`src/rtl/mem_access_stage_pkg.sv`:
```
// Shared constants for the RISC Toy pipeline: ALU control codes and MEM-stage FSM encoding.
package mem_access_stage_pkg;

  // 5-bit ALU control codes; only LD/ST are treated specially by the MEM stage
  localparam logic [4:0] ALU_ADD = 5'b00000;
  localparam logic [4:0] ALU_LD  = 5'b10011;
  localparam logic [4:0] ALU_ST  = 5'b10101;

  // MEM-stage FSM encoding
  localparam logic [0:0] MEM_IDLE = 1'b0;
  localparam logic [0:0] MEM_BUSY = 1'b1;

  // True for instructions that need a data-memory access
  function automatic logic is_mem_op(input logic [4:0] op);
    return (op == ALU_LD) || (op == ALU_ST);
  endfunction

endpackage

```
`src/rtl/mem_access_stage.sv`:
```
// MEM pipeline stage: issues LD/ST over a req/ack port, stalls EX while busy,
// and registers results into the MEM/WB boundary.
module mem_access_stage
  import mem_access_stage_pkg::*;
#(
  parameter int unsigned DATA_W   = 32,
  parameter int unsigned MAX_WAIT = 16
) (
  input  logic              CLK,
  input  logic              RST,
  input  logic              ex_valid,
  input  logic [4:0]        ex_op,
  input  logic [DATA_W-1:0] ex_alu_result,
  input  logic [DATA_W-1:0] ex_store_data,
  input  logic [4:0]        ex_rd,
  input  logic              ex_we,
  output logic              ex_stall,
  output logic              dmem_req,
  output logic              dmem_we,
  output logic [DATA_W-1:0] dmem_addr,
  output logic [DATA_W-1:0] dmem_wdata,
  input  logic              dmem_ack,
  input  logic [DATA_W-1:0] dmem_rdata,
  output logic              wb_valid,
  output logic              wb_we,
  output logic [4:0]        wb_rd,
  output logic [DATA_W-1:0] wb_data,
  output logic              mem_err
);

  localparam int unsigned CNT_W = $clog2(MAX_WAIT);
  localparam logic [CNT_W-1:0] CNT_LAST = CNT_W'(MAX_WAIT - 1);
  localparam logic [DATA_W-1:0] ADDR_MASK = ~DATA_W'(3);

  logic [0:0]        state_q, state_d;
  logic [CNT_W-1:0]  cnt_q, cnt_d;
  logic [4:0]        cap_rd_q, cap_rd_d;
  logic              cap_we_q, cap_we_d;
  logic              req_d, dwe_d, wbv_d, wbwe_d, err_d;
  logic [4:0]        wbrd_d;
  logic [DATA_W-1:0] addr_d, wdata_d, wbdata_d;

  // Next-state, stall and next-output logic
  always_comb begin
    state_d  = state_q;
    cnt_d    = cnt_q;
    cap_rd_d = cap_rd_q;
    cap_we_d = cap_we_q;
    req_d    = dmem_req;
    dwe_d    = dmem_we;
    addr_d   = dmem_addr;
    wdata_d  = dmem_wdata;
    wbv_d    = 1'b0;
    wbwe_d   = 1'b0;
    wbrd_d   = wb_rd;
    wbdata_d = wb_data;
    err_d    = mem_err;
    ex_stall = 1'b0;

    if (state_q == MEM_IDLE) begin
      if (ex_valid) begin
        if (is_mem_op(ex_op)) begin
          ex_stall = 1'b1;
          state_d  = MEM_BUSY;
          cnt_d    = '0;
          req_d    = 1'b1;
          dwe_d    = (ex_op == ALU_ST);
          addr_d   = ex_alu_result & ADDR_MASK;
          wdata_d  = ex_store_data;
          cap_rd_d = ex_rd;
          cap_we_d = ex_we;
        end else begin
          wbv_d    = 1'b1;
          wbwe_d   = ex_we;
          wbrd_d   = ex_rd;
          wbdata_d = ex_alu_result;
        end
      end
    end else begin
      if (dmem_ack) begin
        // Access completes; stores retire without a register write
        state_d  = MEM_IDLE;
        req_d    = 1'b0;
        wbv_d    = 1'b1;
        wbrd_d   = cap_rd_q;
        wbwe_d   = dmem_we ? 1'b0 : cap_we_q;
        wbdata_d = dmem_we ? '0 : dmem_rdata;
      end else if (cnt_q == CNT_LAST) begin
        // Abandon the access, retire the instruction as a no-write, flag the error
        state_d  = MEM_IDLE;
        req_d    = 1'b0;
        err_d    = 1'b1;
        wbv_d    = 1'b1;
        wbrd_d   = cap_rd_q;
        wbwe_d   = 1'b0;
        wbdata_d = '0;
      end else begin
        ex_stall = 1'b1;
        cnt_d    = cnt_q + CNT_W'(1);
      end
    end
  end

  // State and registered-output update with synchronous reset
  always_ff @(posedge CLK) begin
    if (RST) begin
      state_q    <= MEM_IDLE;
      cnt_q      <= '0;
      cap_rd_q   <= '0;
      cap_we_q   <= 1'b0;
      dmem_req   <= 1'b0;
      dmem_we    <= 1'b0;
      dmem_addr  <= '0;
      dmem_wdata <= '0;
      wb_valid   <= 1'b0;
      wb_we      <= 1'b0;
      wb_rd      <= '0;
      wb_data    <= '0;
      mem_err    <= 1'b0;
    end else begin
      state_q    <= state_d;
      cnt_q      <= cnt_d;
      cap_rd_q   <= cap_rd_d;
      cap_we_q   <= cap_we_d;
      dmem_req   <= req_d;
      dmem_we    <= dwe_d;
      dmem_addr  <= addr_d;
      dmem_wdata <= wdata_d;
      wb_valid   <= wbv_d;
      wb_we      <= wbwe_d;
      wb_rd      <= wbrd_d;
      wb_data    <= wbdata_d;
      mem_err    <= err_d;
    end
  end

endmodule

```
`config.mk`:
```
export PLATFORM = sky130hd
export DESIGN_NAME = mem_access_stage
export DESIGN_NICKNAME = d
export VERILOG_FILES = /design/src/rtl/mem_access_stage_pkg.sv /design/src/rtl/mem_access_stage.sv
export SDC_FILE = /design/constraint.sdc
export NUM_CORES = 1
export LEC_CHECK = 0
export BUFFER_PORTS_ARGS = -buffer_cell sky130_fd_sc_hd__buf_2
export CAP_MARGIN = 20
export CORE_MARGIN = 2
export CORE_UTILIZATION = 40
export CTS_CLUSTER_DIAMETER = 30
export DETAILED_ROUTE_END_ITERATION = 12
export GPL_ROUTABILITY_DRIVEN = 0
export PLACE_DENSITY = 0.7
export SLEW_MARGIN = 20
export SYNTH_ARGS = -nofsm -noshare
export SYNTH_HDL_FRONTEND = slang
export SYNTH_SLANG_ARGS = --single-unit
```
`constraint.sdc`:
```
create_clock -name CLK -period 3.35 [get_ports CLK]
set_clock_uncertainty 0.05 [all_clocks]
set_input_delay 0.1675 -clock CLK [delete_from_list [all_inputs] [get_ports CLK]]
set_output_delay 0.1675 -clock CLK [all_outputs]
set_load 0.005 [all_outputs]
```
; Yosys cells after proc, flatten, opt, wreduce, memory -nomap -nowiden
; Cells that the tools add are included.
[totals]
input_bits = 111
output_inout_bits = 107
wordCells = 67
register_bits = 115
[classes]
muxes = 36
reduce_logical = 8
bitwise_logic = 2
n_eq_ne = 7
addsub = 1
[ops]
columns = cell, n
row1 = 32-bit two-way mux, 6
row2 = 5-bit two-way mux, 5
row3 = 1-bit two-way mux, 20
row4 = 4-bit two-way mux, 5
row5 = 3-bit AND reduction, 4
row6 = 5-bit equality test (second input constant), 2
row7 = 2-bit != test (second input constant), 3
row8 = 4-bit by 1-bit adder with 4-bit output (second input constant), 1
row9 = 4-bit equality test (second input constant), 1
row10 = 4-bit AND reduction, 1
row11 = 2-bit nonzero test, 2
row12 = 3-bit by 2-bit != test with 1-bit output (second input constant), 1
row13 = 1-bit NOT, 2
row14 = 1-bit logical OR, 1

; Longest topological paths before layout
[depth]
ltp_word = 5
depth_mapped = 8
mapped_depth_nobuf = 5

; Least setup slack after synthesis
; OpenSTA, ideal clock, no wires.
[synth_timing]
path_type = reg2reg
start = reg cnt_q[0]
end = reg wb_data[10]
path_stages_with_launch = 8
slack_ps = 1634
setup_ps = 81
required_ps = 3219
n_path_buf = 2
period_less_slack_ps = 1716
t_arrival_ps = 1584
path_cell_list = dfxtp_1 > ha_1 > and3_1 > o21a_1 > or2_1 > buf_6 > buf_6 > a211oi_2
[synth_between]
elab_chain_len = 3
[synth_rtl]
columns = item, line
row1 = from (decl), mem_access_stage.sv:36  ; logic [CNT_W-1:0] cnt_q, cnt_d;
row2 = from (signal assigned), mem_access_stage.sv:122  ; cnt_q <= cnt_d;
row3 = 4-bit equality test, mem_access_stage.sv:88  ; end else if (cnt_q == CNT_LAST) begin
row4 = 3-bit by 2-bit != test with 1-bit output (no source line), --
row5 = 3-bit AND reduction (no source line), --
row6 = to (signal assigned), mem_access_stage.sv:132  ; wb_data <= wbdata_d;
row7 = to (decl), mem_access_stage.sv:27  ; output logic [DATA_W-1:0] wb_data,
; No other way between the ends.
; A chain may end at the register's enable or synchronous reset.

; Worst setup path after layout
[layout_timing]
start = reg state_q
end = reg wb_data[0]
[layout_between]
elab_chain_len = 2
elab_cells_between_ends = 5
classes_between = eq/ne (2) / mux (1) / reduce/logical (2)
[layout_rtl]
columns = item, line
row1 = from (decl), mem_access_stage.sv:35  ; logic [0:0] state_q, state_d;
row2 = from (signal assigned), mem_access_stage.sv:121  ; state_q <= state_d;
row3 = 3-bit by 2-bit != test with 1-bit output (no source line) (tied with other cells), --
row4 = 3-bit AND reduction (no source line), --
; Several ways; a longest one is shown, not always the timed one.

==> results.cfg <==
[placed_design]
dp.final_hpwl_um = 9350
input_output_buffers = 215

[timing]
timing.slew.headroom = 0.240
period_share = 0.773
grt_setup_unrepaired = false
report.final.setup_viol = 0
final_period_minus_worst_setup_slack_ns = 2.59
max_clock_freq_mhz = 386
timing.final.max_slew_violations = 0
worstMarginPinSlew_ns = 1.14
final_hold_violation_count = 0
tns_ns = 0

[global_route]
track_usage = 0.240
antenna_found_initial = 0
grt_remaining_overflow = 0
number_of_global_route_vias_before_repair = 5140
grt_max_degree = 55
grt_first_pass_wirelength_um = 24500

[logic_synthesis]
synth.ff_latch_count = 115
yosys.area_share.simple = 0.223
synth_mux_area_frac = 0.0107
xor_xnor_portion_of_the_synthesized_cell_area = 0.00348
synth-seq-area-share = 0.493
synthCells = 559
syn_area_per_cell_um2 = 8.36
synth_top_family_by_area = simple AND/OR/NAND/NOR gates
area_share_of_fa_ha_maj_cells_after_synthesis = 0.00268
compound_cell_area_share_of_the_yosys_netlist = 0.208
cell_area_synth_um2 = 4670
post_synthesis_cell_type_count = 32
synth-warning-count = 0

[layout]
antenna-diode-count = 0
filler_cells = 976
final_layout_size_suffix_gt1_frac = 0.340
highest_count_cells_in_the_layout_ignoring_fill_and_taps = 214 x sky130_fd_sc_hd__buf_2, 140 x sky130_fd_sc_hd__nand2_1, 114 x sky130_fd_sc_hd__dfxtp_1
most_frequent_standard_cell_in_the_layout_excluding_fill_and_tap_cells = sky130_fd_sc_hd__buf_2
multiInputGateArea_um2 = 2120
register_area_um2 = 2300
final_nets = 931
layout-area-overhead-vs-synth_pct = 51.6

[clock_tree]
clock_tree.buffer_depth = 2
worst_skew_pair.late_latency_ns = 0.40
cts_htree_levels = 4
cts.reportedPaths.clkPinSlew_ns = 0.05
tritoncts = built
numCtsBuffers = 17
post_cts.repair.setup_buffers = 0
clkSinkCount = 115
cts.root.buffer_cell = sky130_fd_sc_hd__clkbuf_16

[detailed_routing]
wire_per_inst_um = 15.4
finalWirelength_um = 15000
drt-vias-per-instance = 5.09
post-route-drc-count = 0
detail_route.first_pass.iterations = 4
vias = 4966
detail-route-antenna-nets = 0
initialDrtViolationCount = 187

[floorplan]
core_ar_um2 = 11400
i_o_pin_total = 218
rows = 39
die_height_um = 112
die_area_um2 = 12600
chipWidth_um = 112
initial_utilization = 0.409

[power_and_ir_drop]
leakage_component_of_the_power_nw = 3.11
pwr_density_cell_nw_per_um2 = 532
vdd.ir_drop.worst_uv = 320
total_design_power_mw = 3.77
power.combinational.fraction = 0.103
swShare = 0.219
clock_power_share = 0.512
netSwitchingPower_mw = 0.826
share_seq_of_total_power = 0.385
cell_internal_power_dissipation_mw = 2.94

[critical_path]
crit_path_dat_ns = 2.80
cp-end-kind = flop
worstSetupStartpoint = state_q$_SDFF_PP0_
critPathKind = flop to flop
reg2reg_setup_slack_ns = 0.76
setup.worst_path.start_class = flop
worst-path-max-fanout = 39
r2r_start = state_q$_SDFF_PP0_
timing.critical_path.required_ns = 3.56

[flow_run]
max_cap_violations = 0

[hold_path]
min_from = ex_op[1]
timing.hold.worst.class = input pin to flop

[run_status]
status = finished, final reports clean
==> metal layers <==
metal,wire length [µm],GRT usage,share of wire,vias up
li1,-,-,-,2413
met1,6190,0.268,0.41,2315
met2,7320,0.421,0.49,201
met3,1090,0.0713,0.073,37
met4,407,0.114,0.027,0
met5,0,0,0,-
==> kinds of logic (layout without fill, tap and decap cells) <==
kind of cell,after synthesis,count (layout)
xor+xnor,1,1
other cells,1,2
fa+ha+maj,1,1
flops,115,115
buf+inv,52,324
simple gates,232,232
mux,5,5
compound gates,152,152
==> cells in the mapped netlist <==
cell,instances,area share
sky130_fd_sc_hd__a211oi_1,17,0.027
sky130_fd_sc_hd__a211oi_2,20,0.054
sky130_fd_sc_hd__a21boi_2,1,0.0024
sky130_fd_sc_hd__a21oi_1,107,0.11
sky130_fd_sc_hd__a22oi_1,1,0.0016
sky130_fd_sc_hd__a31oi_1,2,0.0027
sky130_fd_sc_hd__a32oi_1,1,0.0019
sky130_fd_sc_hd__and3_1,2,0.0027
sky130_fd_sc_hd__and3b_1,1,0.0019
sky130_fd_sc_hd__buf_2,15,0.016
sky130_fd_sc_hd__buf_4,6,0.0096
sky130_fd_sc_hd__buf_6,5,0.012
sky130_fd_sc_hd__clkbuf_1,25,0.020
sky130_fd_sc_hd__conb_1,1,0.00080
sky130_fd_sc_hd__dfxtp_1,115,0.49
sky130_fd_sc_hd__ha_1,1,0.0027
sky130_fd_sc_hd__inv_1,1,0.00080
sky130_fd_sc_hd__mux2i_1,5,0.011
sky130_fd_sc_hd__nand2_1,140,0.11
sky130_fd_sc_hd__nand2b_1,2,0.0027
sky130_fd_sc_hd__nand3_1,3,0.0032
sky130_fd_sc_hd__nand3b_1,1,0.0016
sky130_fd_sc_hd__nand4_1,1,0.0013
sky130_fd_sc_hd__nor2_1,5,0.0040
sky130_fd_sc_hd__nor2b_1,35,0.047
sky130_fd_sc_hd__nor2b_2,1,0.0019
sky130_fd_sc_hd__nor3_1,39,0.042
sky130_fd_sc_hd__o21a_1,1,0.0016
sky130_fd_sc_hd__o21ai_0,2,0.0021
sky130_fd_sc_hd__or2_1,1,0.0013
sky130_fd_sc_hd__or2_2,1,0.0013
sky130_fd_sc_hd__xor2_2,1,0.0035
==> critical path, stage by stage (launching register included) <==
cell and delay (ns):
sky130_fd_sc_hd__dfxtp_2 0.32, sky130_fd_sc_hd__nor2b_2 0.23, sky130_fd_sc_hd__a21boi_4 0.94, sky130_fd_sc_hd__or2_2 0.56
sky130_fd_sc_hd__buf_12 0.24, sky130_fd_sc_hd__a211oi_2 0.08
==> through the flow <==
| step | instance area [µm²] | worst slack, ns | util | instances | hold WS (ns) |
|---|---|---|---|---|---|
| after floorplan | 4680 | 1.63 | - | 560 | 0.253 |
| after global placement | 5770 | 0.902 | 0.505 | 875 | 0.358 |
| after detailed placement | 5770 | 0.794 | 0.505 | 875 | 0.363 |
| after CTS | 7080 | 0.779 | 0.620 | 975 | 0.0140 |
| after global routing | 7080 | 0.646 | 0.620 | 975 | 0.0339 |
| final | 7080 | 0.759 | 0.620 | 975 | 0.0303 |
==> flip-flops by register name, summed over array words and instances, names as in the netlist <==
| signal | flops |
|---|---|
| dmem_wdata | 32 |
| wb_data | 32 |
| dmem_addr | 30 |
| cap_rd_q | 5 |
| wb_rd | 5 |
| cnt_q | 4 |
| cap_we_q | 1 |
| dmem_req | 1 |
| dmem_we | 1 |
| mem_err | 1 |
| state_q | 1 |
| wb_valid | 1 |
| wb_we | 1 |
==> repair_timing <==
item / 4_1_cts / 5_1_grt
hold buffers: 68 / 0
hold endpoints to repair: 69 / 0
endpoints found under the setup margin: 0 / 0
resized for setup: 0 / 0
==> final cells by class <==
cell class | instances | share of cell area
Clock inverter | 10 | 0.0216
Multi-Input combinational cell | 393 | 0.299
Clock buffer | 22 | 0.0684
Tap cell | 143 | 0.0253
Sequential cell | 115 | 0.325
Inverter | 1 | 0.000530
Timing Repair Buffer | 291 | 0.260
==> power groups by stage <==
stage          registers, mW  clock network [mW]  logic, mW
2_1_floorplan           1.48                   0      0.169
3_3_place_gp            1.47                   0      0.315
3_5_place_dp            1.48                   0      0.323
4_1_cts                 1.45                1.96      0.385
5_1_grt                 1.45                2.02      0.423
6_report                1.45                1.93      0.388
==> path summary, 6_finish.rpt <==
| path | endpoint | cells after the start |
|---|---|---|
| worst max register to register | wb_data[0]$_SDFFE_PP0P_ | 5 |
| worst min register to register | dmem_addr[12]$_SDFFE_PP0P_ | 2 |
| worst max-delay path | wb_data[0]$_SDFFE_PP0P_ | 5 |
| worst min-delay path | dmem_we$_SDFFE_PP0P_ | 3 |
Note: power is estimated with default switching activity, not from simulation.
